--- src/rtl/control_unit_pkg.sv ---
// Shared types and field layout for the control unit.
// Provides state_t, op_class_t, opcode constants, field positions, classify().
package cu_pkg;

  typedef enum logic [2:0] {
    FETCH,
    DECODE,
    LD_RD,
    LD_WB,
    ST,
    EX,
    HALT
  } state_t;

  typedef enum logic [2:0] {
    C_NOP,
    C_LOAD,
    C_STORE,
    C_HALT,
    C_ALU,
    C_ILL
  } op_class_t;

  localparam logic [3:0] OP_NOP   = 4'h0;
  localparam logic [3:0] OP_LOAD  = 4'h1;
  localparam logic [3:0] OP_STORE = 4'h2;
  localparam logic [3:0] OP_HALT  = 4'h3;

  localparam int OP_ALU_BIT = 3;

  localparam int OP_LSB   = 12;
  localparam int RD_LSB   = 8;
  localparam int RA_LSB   = 4;
  localparam int RB_LSB   = 0;
  localparam int ADDR_LSB = 0;

  function automatic op_class_t classify(
    input logic [3:0] op
  );
    op_class_t c;
    if (op[OP_ALU_BIT]) begin
      c = C_ALU;
    end else begin
      unique case (op)
        OP_NOP:   c = C_NOP;
        OP_LOAD:  c = C_LOAD;
        OP_STORE: c = C_STORE;
        OP_HALT:  c = C_HALT;
        default:  c = C_ILL;
      endcase
    end
    return c;
  endfunction

endpackage

--- src/rtl/control_unit_if.sv ---
// Data path control bundle driven by the sequencer.
// master: control_unit drives; slave: data path consumes.
interface control_unit_if #(
  parameter int D_ADDR_W = 8,
  parameter int R_ADDR_W = 4
);

  logic [D_ADDR_W-1:0] D_addr;
  logic                D_wr;
  logic                RF_s;
  logic                RF_W_en;
  logic [R_ADDR_W-1:0] RF_W_addr;
  logic [R_ADDR_W-1:0] RF_A_addr;
  logic [R_ADDR_W-1:0] RF_B_addr;
  logic [3:0]          ALU_sel;

  modport master (
    output D_addr, D_wr, RF_s, RF_W_en,
    output RF_W_addr, RF_A_addr, RF_B_addr,
    output ALU_sel
  );

  modport slave (
    input D_addr, D_wr, RF_s, RF_W_en,
    input RF_W_addr, RF_A_addr, RF_B_addr,
    input ALU_sel
  );

endinterface

--- src/rtl/control_unit_decode.sv ---
// Combinational instruction decode: word -> op class and fields.
// Ports: ir in; op_class, rd, ra, rb, addr, alu_sel out.
module cu_decode
  import cu_pkg::*;
#(
  parameter int WIDTH    = 16,
  parameter int D_ADDR_W = 8,
  parameter int R_ADDR_W = 4
) (
  input  logic [WIDTH-1:0]    ir,
  output op_class_t           op_class,
  output logic [R_ADDR_W-1:0] rd,
  output logic [R_ADDR_W-1:0] ra,
  output logic [R_ADDR_W-1:0] rb,
  output logic [D_ADDR_W-1:0] addr,
  output logic [3:0]          alu_sel
);

  logic [3:0] op;

  assign op       = ir[OP_LSB +: 4];
  assign op_class = classify(op);
  assign rd       = ir[RD_LSB +: R_ADDR_W];
  assign ra       = ir[RA_LSB +: R_ADDR_W];
  assign rb       = ir[RB_LSB +: R_ADDR_W];
  assign addr     = ir[ADDR_LSB +: D_ADDR_W];
  assign alu_sel  = {1'b0, op[2:0]};

endmodule

--- src/rtl/control_unit.sv ---
// Multi-cycle sequencer driving data path control from a sync ROM.
// Ports: clk, rst, [step if CU_SINGLE_STEP_EN], I_addr, I_data, dp, halted, illegal.
module control_unit
  import cu_pkg::*;
#(
  parameter int WIDTH    = 16,
  parameter int I_ADDR_W = 8,
  parameter int D_ADDR_W = 8,
  parameter int R_ADDR_W = 4
) (
  input  logic                clk,
  input  logic                rst,
`ifdef CU_SINGLE_STEP_EN
  input  logic                step,
`endif
  output logic [I_ADDR_W-1:0] I_addr,
  input  logic [WIDTH-1:0]    I_data,
  control_unit_if.master      dp,
  output logic                halted,
  output logic                illegal
);

  state_t              state;
  state_t              cur;
  logic [I_ADDR_W-1:0] pc;
  logic [WIDTH-1:0]    ir;
  logic                illegal_q;
  logic                go;

  logic [WIDTH-1:0]    dec_in;
  op_class_t           op_class;
  logic [R_ADDR_W-1:0] rd;
  logic [R_ADDR_W-1:0] ra;
  logic [R_ADDR_W-1:0] rb;
  logic [D_ADDR_W-1:0] addr;
  logic [3:0]          alu_sel;

`ifdef CU_SINGLE_STEP_EN
  assign go = step;
`else
  assign go = 1'b1;
`endif

  // DECODE classifies the fresh ROM word; other states use the latched IR.
  assign dec_in = (state == DECODE) ? I_data : ir;

  cu_decode #(
    .WIDTH    (WIDTH),
    .D_ADDR_W (D_ADDR_W),
    .R_ADDR_W (R_ADDR_W)
  ) u_dec (
    .ir       (dec_in),
    .op_class (op_class),
    .rd       (rd),
    .ra       (ra),
    .rb       (rb),
    .addr     (addr),
    .alu_sel  (alu_sel)
  );

  always_ff @(posedge clk) begin
    if (rst) begin
      state     <= FETCH;
      pc        <= '0;
      ir        <= '0;
      illegal_q <= 1'b0;
    end else begin
      unique case (state)
        FETCH: begin
          if (go) state <= DECODE;
        end
        DECODE: begin
          ir <= I_data;
          pc <= pc + 1'b1;
          unique case (op_class)
            C_LOAD:  state <= LD_RD;
            C_STORE: state <= ST;
            C_ALU:   state <= EX;
            C_HALT:  state <= HALT;
            default: state <= FETCH;
          endcase
          if (op_class == C_ILL) illegal_q <= 1'b1;
        end
        LD_RD:   state <= LD_WB;
        LD_WB:   state <= FETCH;
        ST:      state <= FETCH;
        EX:      state <= FETCH;
        HALT:    state <= HALT;
        default: state <= FETCH;
      endcase
    end
  end

  // Reset gates the state seen by the output decode so that a write
  // strobe in progress is dropped in the reset cycle itself.
  assign cur = rst ? FETCH : state;

  always_comb begin
    dp.D_addr    = '0;
    dp.D_wr      = 1'b0;
    dp.RF_s      = 1'b0;
    dp.RF_W_en   = 1'b0;
    dp.RF_W_addr = '0;
    dp.RF_A_addr = '0;
    dp.RF_B_addr = '0;
    dp.ALU_sel   = '0;
    unique case (cur)
      LD_RD: begin
        dp.D_addr = addr;
        dp.RF_s   = 1'b1;
      end
      LD_WB: begin
        dp.D_addr    = addr;
        dp.RF_s      = 1'b1;
        dp.RF_W_addr = rd;
        dp.RF_W_en   = 1'b1;
      end
      ST: begin
        dp.D_addr    = addr;
        dp.RF_A_addr = rd;
        dp.D_wr      = 1'b1;
      end
      EX: begin
        dp.RF_A_addr = ra;
        dp.RF_B_addr = rb;
        dp.ALU_sel   = alu_sel;
        dp.RF_W_addr = rd;
        dp.RF_W_en   = 1'b1;
      end
      default: ;
    endcase
  end

  assign I_addr  = pc;
  assign halted  = (cur == HALT);
  assign illegal = illegal_q;

endmodule
--- src/flat_wrapper.sv ---
// flat-port wrapper written by rule: the top's interface ports become plain ports
module control_unit_flat import cu_pkg::*;
#(
  parameter int WIDTH    = 16,
  parameter int I_ADDR_W = 8,
  parameter int D_ADDR_W = 8,
  parameter int R_ADDR_W = 4
)
  (clk, rst, I_addr, I_data, halted, illegal, dp_D_addr, dp_D_wr, dp_RF_s, dp_RF_W_en, dp_RF_W_addr, dp_RF_A_addr, dp_RF_B_addr, dp_ALU_sel);
  control_unit_if #(.D_ADDR_W(D_ADDR_W), .R_ADDR_W(R_ADDR_W)) dp_i ();
  input  logic clk;
  input  logic rst;
  output logic [I_ADDR_W-1:0] I_addr;
  input  logic [WIDTH-1:0] I_data;
  output logic halted;
  output logic illegal;
  output wire logic [$bits(dp_i.D_addr)-1:0] dp_D_addr;
  output wire logic [$bits(dp_i.D_wr)-1:0] dp_D_wr;
  output wire logic [$bits(dp_i.RF_s)-1:0] dp_RF_s;
  output wire logic [$bits(dp_i.RF_W_en)-1:0] dp_RF_W_en;
  output wire logic [$bits(dp_i.RF_W_addr)-1:0] dp_RF_W_addr;
  output wire logic [$bits(dp_i.RF_A_addr)-1:0] dp_RF_A_addr;
  output wire logic [$bits(dp_i.RF_B_addr)-1:0] dp_RF_B_addr;
  output wire logic [$bits(dp_i.ALU_sel)-1:0] dp_ALU_sel;
  assign dp_D_addr = dp_i.D_addr;
  assign dp_D_wr = dp_i.D_wr;
  assign dp_RF_s = dp_i.RF_s;
  assign dp_RF_W_en = dp_i.RF_W_en;
  assign dp_RF_W_addr = dp_i.RF_W_addr;
  assign dp_RF_A_addr = dp_i.RF_A_addr;
  assign dp_RF_B_addr = dp_i.RF_B_addr;
  assign dp_ALU_sel = dp_i.ALU_sel;
  control_unit #(.WIDTH(WIDTH), .I_ADDR_W(I_ADDR_W), .D_ADDR_W(D_ADDR_W), .R_ADDR_W(R_ADDR_W)) u_core (.clk(clk), .rst(rst), .I_addr(I_addr), .I_data(I_data), .dp(dp_i), .halted(halted), .illegal(illegal));
endmodule
--- config.mk ---
export PLATFORM = sky130hd
export DESIGN_NAME = control_unit_flat
export DESIGN_NICKNAME = d
export VERILOG_FILES = /design/src/rtl/control_unit_pkg.sv /design/src/rtl/control_unit_if.sv /design/src/rtl/control_unit_decode.sv /design/src/rtl/control_unit.sv /design/src/flat_wrapper.sv
export SDC_FILE = /design/constraint.sdc
export NUM_CORES = 1
export LEC_CHECK = 0
export BUFFER_PORTS_ARGS = -buffer_cell sky130_fd_sc_hd__buf_2
export CAP_MARGIN = 0
export CELL_PAD_IN_SITES_DETAIL_PLACEMENT = 0
export CELL_PAD_IN_SITES_GLOBAL_PLACEMENT = 2
export CORE_MARGIN = 2
export CORE_UTILIZATION = 29
export CTS_CLUSTER_DIAMETER = 40
export DETAILED_ROUTE_END_ITERATION = 8
export PLACE_DENSITY_LB_ADDON = 0.1
export SKIP_LAST_GASP = 1
export SYNTH_ARGS = -nofsm -noshare
export SYNTH_HDL_FRONTEND = slang
export SYNTH_HIERARCHICAL = 1
export SYNTH_SLANG_ARGS = --single-unit
--- constraint.sdc ---
create_clock -name clk -period 2.3 [get_ports clk]
set_input_delay 0.46 -clock clk [delete_from_list [all_inputs] [get_ports clk]]
set_output_delay 0.46 -clock clk [all_outputs]
set_load 0.02 [all_outputs]
==> results of run 1 <==
[Yosys cell counts (2+ instances only)]
| master | n | area [um2] |
|---|---|---|
| nor2_1 | 6 | 22.5 |
| or4_1 | 2 | 15.0 |
| a22o_1 | 4 | 35.0 |
| buf_4 | 24 | 180 |
| nand2b_1 | 4 | 25.0 |
| a31o_2 | 2 | 17.5 |
| and2_1 | 20 | 125 |
| mux2_2 | 16 | 180 |
| clkbuf_1 | 4 | 15.0 |
| o31ai_1 | 2 | 15.0 |
| a21oi_1 | 9 | 45.0 |
| buf_2 | 4 | 20.0 |
| o21ai_0 | 2 | 10.0 |
| nand4_1 | 2 | 12.5 |
| nand2_1 | 4 | 15.0 |
| nand3b_1 | 2 | 15.0 |
| nor3b_1 | 6 | 45.0 |
| xnor2_1 | 3 | 26.3 |
| nor2b_1 | 18 | 113 |
| dfxtp_1 | 28 | 561 |
[where the power goes]
group / switching (mW) / internal (mW) / total (mW) / leakage, nW
logic: 0.366 / 0.438 / 0.804 / 0.662
registers: 0.0514 / 0.576 / 0.628 / 0.231
clock network: 0.164 / 0.153 / 0.317 / 0.0288
total: 0.581 / 1.17 / 1.75 / 0.921
[kinds of logic after synthesis]
group                      count (synthesis)  synth area share
muxes                                     16             0.112
adders and majority gates                  1           0.00779
and+or+nand+nor                           72             0.278
AOI/OAI and AO/OA                         22            0.0911
other                                      1           0.00233
buffers and inverters                     34             0.143
DFF                                       28             0.349
xor gates and xnor gates                   3            0.0164
[metrics by stage]
stage / hold WS, ns / worst slack (ns) / instances
floorplan: 0.510 / 0.139 / 177
global placement: 0.454 / 0.235 / 279
detailed placement: 0.485 / 0.176 / 279
CTS: 0.469 / -0.0119 / 285
global route: 0.481 / -0.0584 / 288
finish: 0.461 / 0.0219 / 288
[state kept, by name, summed over array words and instances (netlist names)]
name,cells
u_core/illegal,1
u_core/I_addr,8
u_core/state,3
u_core/ir,16
[layer usage]
layer	track usage	vias to the layer above	part of all wire
met5	0	-	0
met4	0.0316	0	0.0038
met3	0.0218	2	0.047
met2	0.230	30	0.50
met1	0.152	622	0.45
li1	-	653	-
[area by class of cell]
| type | count | area, um2 | area share |
|---|---|---|---|
| Clock buffer | 4 | 55.1 | 0.0274 |
| Timing Repair Buffer | 68 | 420 | 0.209 |
| Tap cell | 72 | 90.1 | 0.0449 |
| Multi-Input combinational cell | 115 | 868 | 0.433 |
| Sequential cell | 28 | 569 | 0.284 |
| Inverter | 1 | 3.75 | 0.00187 |
[worst paths after layout]
path / startpoint / end / slack (ns) / depth (start not counted)
max: u_core/state[2] / dp_RF_A_addr[3] / 0.02 / 5
min: rst / u_core/state[2] / 0.46 / 2
max reg2reg: u_core/state[2] / u_core/state[2] / 0.18 / 8
min reg2reg: u_core/I_addr[7] / u_core/I_addr[7] / 0.49 / 2
[timing repair]
action	in CTS	in global routing
pin swaps	1	1
gates resized for setup	9	22
setup endpoints to repair	22	9
cloned	1	0
setup buffers	1	3
[worst max-delay path, stage by stage, from the launching register on]
cell	delay [ns]
dfxtp_4	0.38
nor3b_4	0.28
buf_6	0.20
mux2_4	0.32
a22o_1	0.22
buf_6	0.13
==> flow_metrics.tcl, run 1 <==
set metrics [dict create \
    yosysSeqAreaShare 0.349 \
    grt_pass1_wl_um 6140 \
    hold_viol 0 \
    syn_nets 196 \
    clockBufferDepth 2 \
    netlist_area_um2 1610 \
    drive_above_1_share 0.444 \
    gr-usage-all-layers 0.126 \
    drc 0 \
    cp.arrival_ns 1.82 \
    clock_latency_ns 0.28 \
    fill_cells 569 \
    vdd_ir_drop_max_v 0.000303 \
    power_density_nw_per_um2 872 \
    setup_violations 0 \
    final_util 0.369 \
    start_util 0.295 \
    tns_ns 0 \
    ant_nets 0 \
    startpoint_type "flop" \
    vias_per_cell 4.54 \
    rsz0062_at_grt "yes" \
    cts_hold_buf 0 \
    dp_hpwl_um 2780 \
    crit_fanout 6 \
    finalCritPeriodShare 0.990 \
    cp-end-kind "output pin" \
    worstPathRequired_ns 1.84 \
    core_area_um2 5440 \
    async_flop_share 0 \
    fin_crit_ns 2.28 \
    place_area_um2 1820 \
    ys_types 35 \
    num_antenna_cells 0 \
    maxCapViolCount 0 \
    final_common_cell "buf_2" \
    cts_max_level 1 \
    synth_warnings 6 \
    die_h_um 78.4 \
    synth_seq_cells 28 \
    die_area_um2 6150 \
    grt-ovfl-total 0 \
    final_cell_mix "48 x buf_2, 25 x dfxtp_1, 20 x and2_1, 18 x nor2b_1, 12 x buf_4" \
    crit_type "flop to output pin" \
    avgSynthCellArea_um2 9.08 \
    skew_ns 0.00789 \
    drtPass1Iterations 4 \
    cts_sinks 28 \
    cts_tree "built" \
    clockRootBuffer "clkbuf_8" \
    drt_first_iter_violations 38 \
    gp_congestion 0.728 \
    ys.flop_type "dfxtp_1" \
    fin_area_um2 2010 \
    min_path_type "input port to flop" \
    fmax_mhz 439 \
    synth_edf_count 0 \
    grt_max_degree 25 \
    io_pins 55 \
    final_max_slew_viol_count 0 \
    p_leak_nw 0.921 \
    status "finished clean" \
    finalNetCount 236 \
    routedWlPerCell_um 13.7 \
    wirelength_um 3950 \
    grt_pass1_vias 1245 \
    portBuffers 53 \
    syn_inst 177 \
    power.total_mw 1.75 \
    num_rows 27 \
    die_x_um 78.4 \
    clk_pin_slew_ns 0.11 \
    antenna_found_initial 0 \
    area_growth_syn_to_layout_pct 24.9 \
    vias 1307 \
    cts_buffers 3 \
]
No activity file was read; power rests on OpenSTA's default activity.
==> inputs of run 2 (changes only) <==
Settings changed: CORE_UTILIZATION 29 to 31.
Clock period 2.3 ns to 2.89 ns, I/O delays scaled along.
==> flow_metrics.tcl, run 2 (same netlist as run 1, synthesis figures left out) <==
set metrics [dict create \
    cts_tree "built" \
    wirelength_um 3540 \
    status "finished clean" \
    skew_ns 0.00318 \
    dp_hpwl_um 2570 \
    holdWs_ns 0.481 \
    grt_max_degree 21 \
    clockBufferDepth 2 \
    clk_pin_slew_ns 0.10 \
    vias_per_cell 4.52 \
    p_leak_nw 0.825 \
    rsz0062_at_grt "no" \
    area_growth_syn_to_layout_pct 13.7 \
    fin_ws_ns 0.324 \
    crit_chain "nor3b_2 -> buf_4 -> mux2_2 -> a22o_1 -> buf_2" \
    top_register "u_core/ir" \
    pre_cts_ws_ns 0.450 \
    ant_nets 0 \
    cts_max_level 1 \
    gr-usage-all-layers 0.132 \
    finalCritPeriodShare 0.888 \
    num_antenna_cells 0 \
    finalNetCount 225 \
    cts_resized 0 \
    hold_viol 0 \
    clockRootBuffer "clkbuf_8" \
    cts_buffers 3 \
    fin_area_um2 1830 \
    crit_path_max_incr_delay_ns 0.47 \
    final_common_cell "buf_2" \
    power.total_mw 1.24 \
    startpoint_type "flop" \
    whs_path_depth 2 \
    core_area_um2 5040 \
    start_util 0.319 \
    die_h_um 76.0 \
    crit_type "flop to output pin" \
    crit_fanout 12 \
    largest_reg_flops 16 \
    slew_headroom 0.450 \
    hold_end "u_core/I_addr[7]" \
    cts_setup_buffers 0 \
    tns_ns 0 \
    fill_cells 540 \
    portBuffers 53 \
    setup_violations 0 \
    grt_pass1_wl_um 6270 \
    maxCapViolCount 0 \
    min_path_type "flop to flop" \
    min_from "u_core/I_addr[7]" \
    cp-end-kind "output pin" \
    worstPathRequired_ns 2.31 \
    drive_above_1_share 0.405 \
    cts_hold_buf 0 \
    die_x_um 76.0 \
    drt_first_iter_violations 62 \
    critical_path.slowest_cell "dfxtp_1" \
    fmax_mhz 390 \
    vias 1242 \
    gp_congestion 0.712 \
    vdd_ir_drop_max_v 0.000193 \
    io_pins 55 \
    r2r-end "u_core/state[2]" \
    place_area_um2 1770 \
    power_density_nw_per_um2 681 \
    drtPass1Iterations 3 \
    cts_sinks 28 \
    r2r_setup_slack_ns 0.78 \
    antenna_found_initial 0 \
    grt_pass1_vias 1300 \
    grt-ovfl-total 0 \
    final_max_slew_viol_count 0 \
    cp.arrival_ns 1.99 \
    clock_latency_ns 0.27 \
    drc 0 \
    worstRegToRegCells 7 \
    die_area_um2 5770 \
    fin_crit_ns 2.57 \
    num_rows 26 \
    routedWlPerCell_um 12.9 \
    worstMarginPinSlew_ns 0.814 \
    final_cell_mix "53 x buf_2, 28 x dfxtp_1, 20 x and2_1, 18 x nor2b_1, 16 x mux2_2" \
    r2r_start "u_core/state[0]" \
]
## run 2: cell count changes in the layout (fill, tap and decap cells not counted), sizes merged
cell / previous run / this run
buf: 68 / 57
## run 2: area by class of cell
cell class	instances	area, um2	share of cell area
Timing Repair Buffer	57	295	0.162
Tap cell	70	87.6	0.0479
Multi-Input combinational cell	115	825	0.451
Inverter	1	3.75	0.00205
Clock buffer	4	55.1	0.0301
Sequential cell	28	561	0.307
## run 2: worst max-delay path by stage
stage / end / cells past startpoint / startpoint
after detailed placement: dp_RF_A_addr[1] / 5 / rst
after global placement: dp_RF_A_addr[1] / 5 / rst
after CTS: dp_D_addr[5] / 4 / u_core/state[2]
after floorplan: dp_RF_A_addr[0] / 3 / rst
final: dp_RF_A_addr[1] / 5 / u_core/state[0]
after global routing: dp_D_addr[6] / 4 / u_core/state[2]
## run 2: where the power goes
part	total [mW]	switching (mW)	internal, mW
clock network	0.246	0.124	0.122
logic	0.492	0.243	0.249
registers	0.506	0.0521	0.454
## run 2: critical path, delay by kind of cell, from the launching register on
kind | cells | cell delay (ns)
buffers and inverters | 2 | 0.41
AO/OA/AOI/OAI | 1 | 0.21
AND/OR/NAND/NOR | 1 | 0.24
flip-flops | 1 | 0.47
multiplexers | 1 | 0.39
## run 2: metal layers
metal  wire length [um]  vias up  GRT usage
li1                   -      630          -
met1               1570      579      0.165
met2               1770       29      0.228
met3                159        4     0.0249
met4                 33        0     0.0455
met5                  0        -          0
## run 2: through the flow
stage,util,cells
6_report,0.362,275
5_1_grt,0.362,275
4_1_cts,0.362,275
3_5_place_dp,0.351,271
3_3_place_gp,0.351,271
2_1_floorplan,-,177
==> inputs of run 3 (changes only) <==
Settings changed: CORE_UTILIZATION 31 to 27, PLACE_DENSITY set to 0.8, PLACE_DENSITY_LB_ADDON 0.1 to not set, SYNTH_HIERARCHICAL 1 to not set.
==> flow_metrics.tcl, run 3 <==
set metrics [dict create \
    wirelength_um 3610 \
    synth-simple-area-share 0.321 \
    cts_sinks 27 \
    fin_crit_ns 2.66 \
    gr-usage-all-layers 0.132 \
    finalCritPeriodShare 0.919 \
    area_growth_syn_to_layout_pct 27.1 \
    grt-ovfl-total 0 \
    synth_warnings 0 \
    p_leak_nw 0.815 \
    final_max_slew_viol_count 0 \
    ys.flop_type "dfxtp_1" \
    fin_cells 284 \
    largest_reg_flops 15 \
    worstMarginPinSlew_ns 0.598 \
    die_x_um 74.4 \
    holdWs_ns 0.458 \
    netlist_area_um2 1340 \
    cp.arrival_ns 2.08 \
    power_density_nw_per_um2 447 \
    synth_edf_count 0 \
    place_area_um2 1650 \
    routedWlPerCell_um 12.7 \
    worstPathRequired_ns 2.31 \
    combPwrFrac 0.161 \
    hold_viol 0 \
    synth_seq_cells 27 \
    tns_ns 0 \
    ant_nets 0 \
    synth_top_family_by_area "simple AND/OR/NAND/NOR gates" \
    place_inst 280 \
    clockRootBuffer "clkbuf_8" \
    fin_ws_ns 0.233 \
    vias_per_cell 4.49 \
    skew_ns 0.00721 \
    cts_max_level 1 \
    cts_tree "built" \
    startpoint_type "flop" \
    maxCapViolCount 0 \
    drt_first_iter_violations 36 \
    clock_latency_ns 0.28 \
    final_common_cell "buf_2" \
    avgSynthCellArea_um2 7.95 \
    crit_fanout 10 \
    gp_congestion 0.685 \
    synth_top_area_share 0.404 \
    synthTopCellsByCount "27 x dfxtp_1, 25 x nand2_1, 22 x nor2_1, 18 x a21oi_1" \
    portBuffers 53 \
    pre_cts_ws_ns 0.499 \
    switchingPower_uw 219 \
    drc 0 \
    top_register "u_core.ir" \
    syn_inst 168 \
    crit_type "flop to output pin" \
    crit_chain "or3b_2 -> a21oi_1 -> and2_1 -> buf_2" \
    async_flop_share 0 \
    clk_pin_slew_ns 0.10 \
    start_util 0.281 \
    fin_area_um2 1700 \
    core_area_um2 4750 \
    setup_violations 0 \
    critical_path.slowest_cell "dfxtp_1" \
    antenna_found_initial 0 \
    status "finished clean" \
    ys_types 35 \
    yosysSeqAreaShare 0.404 \
    drive_above_1_share 0.300 \
    syn_nets 187 \
    crit_path_max_incr_delay_ns 0.55 \
    synth.most_common_cell "dfxtp_1" \
    rsz0062_at_grt "no" \
    synth_compound_area_frac 0.109 \
    cp-end-kind "output pin" \
    vdd_ir_drop_max_v 0.000155 \
    muxShareOfSynthArea 0.0768 \
    io_pins 55 \
    cts_buffers 3 \
    netSwitchingFraction 0.288 \
    die_h_um 74.4 \
    dp_hpwl_um 2620 \
    drtPass1Iterations 4 \
    num_rows 25 \
    final_util 0.357 \
    grt_max_degree 23 \
    power.total_uw 759 \
    final_cell_mix "53 x buf_2, 27 x dfxtp_1, 25 x nand2_1, 22 x nor2_1, 18 x a21oi_1" \
    grt_pass1_vias 1189 \
    synth_top_cell_by_area "dfxtp_1" \
    fmax_mhz 376 \
    die_area_um2 5530 \
    seq_power_share 0.543 \
    min_path_type "flop to flop" \
    synth.area.top_cells "dfxtp_1 40%, nand2_1 7.0%, a21oi_1 6.7%" \
    cts_resized 0 \
    finalNetCount 237 \
    yosys.area_share.adder 0.00936 \
    cts_setup_buffers 0 \
    vias 1275 \
    grt_pass1_wl_um 5720 \
    synth_xor_area_frac 0.0131 \
    clockBufferDepth 2 \
    cts_hold_buf 0 \
    num_antenna_cells 0 \
    clock_power_share 0.296 \
    internal_power_uw 540 \
    slew_headroom 0.601 \
]
## run 3: changes by cell type after synthesis, moves of 3 or more
cell	delta
mux2i_1	+8
mux2_2	-14
nand2_1	+21
a22o_1	-4
nor3b_1	-4
nor2_1	+16
and3_1	+7
clkbuf_1	+3
inv_1	+4
a21oi_1	+9
buf_4	-23
nor2b_1	-15
and2_1	-12
## run 3: worst max-delay path: cells and delay by family (launching register included)
| kind | cells | cell delay [ns] |
|---|---|---|
| DFF | 1 | 0.55 |
| AOI/OAI and AO/OA | 1 | 0.43 |
| and+or+nand+nor | 2 | 0.68 |
| buffers and inverters | 1 | 0.16 |
## run 3: cells by family (layout without fill, tap and decap cells)
| group | after synthesis | after routing |
|---|---|---|
| other | 1 | 1 |
| AND/OR/NAND/NOR | 84 | 84 |
| XOR/XNOR | 2 | 2 |
| AO/OA/AOI/OAI | 26 | 26 |
| flip-flops | 27 | 27 |
| buffers and inverters | 17 | 66 |
| adder cells (fa/ha/maj) | 1 | 1 |
| multiplexers | 10 | 10 |
## run 3: power groups by stage
stage | Sequential, mW | Combinational [mW] | Clock (mW)
global placement | 0.420 | 0.125 | 0
floorplan | 0.417 | 0.0863 | 0
global route | 0.414 | 0.138 | 0.249
finish | 0.412 | 0.122 | 0.225
CTS | 0.412 | 0.125 | 0.235
detailed placement | 0.420 | 0.124 | 0
## run 3: worst paths after layout
kind / from / to / slack [ns] / cells past startpoint
worst max register to register: u_core.state[0] / u_core.I_addr[7] / 0.78 / 4
worst min-delay path: u_core.ir[12] / u_core.ir[12] / 0.46 / 2
worst max-delay path: u_core.state[2] / dp_D_addr[6] / 0.23 / 4
worst min register to register: u_core.ir[12] / u_core.ir[12] / 0.46 / 2
## run 3: layout make-up
type / count / area (um2)
Fill cell: 563 / 3060
Multi-Input combinational cell: 124 / 711
Sequential cell: 27 / 541
Timing Repair Buffer: 57 / 295
Tap cell: 67 / 83.8
Clock buffer: 3 / 41.3
Inverter: 5 / 18.8
Clock inverter: 1 / 7.51
## run 3: per-layer routing
metal  track usage  routed length [um]  share of wire
met5             0                   0              0
met4        0.0298                  22         0.0061
met3        0.0339                 235          0.065
met2         0.199                1500           0.42
met1         0.191                1840           0.51
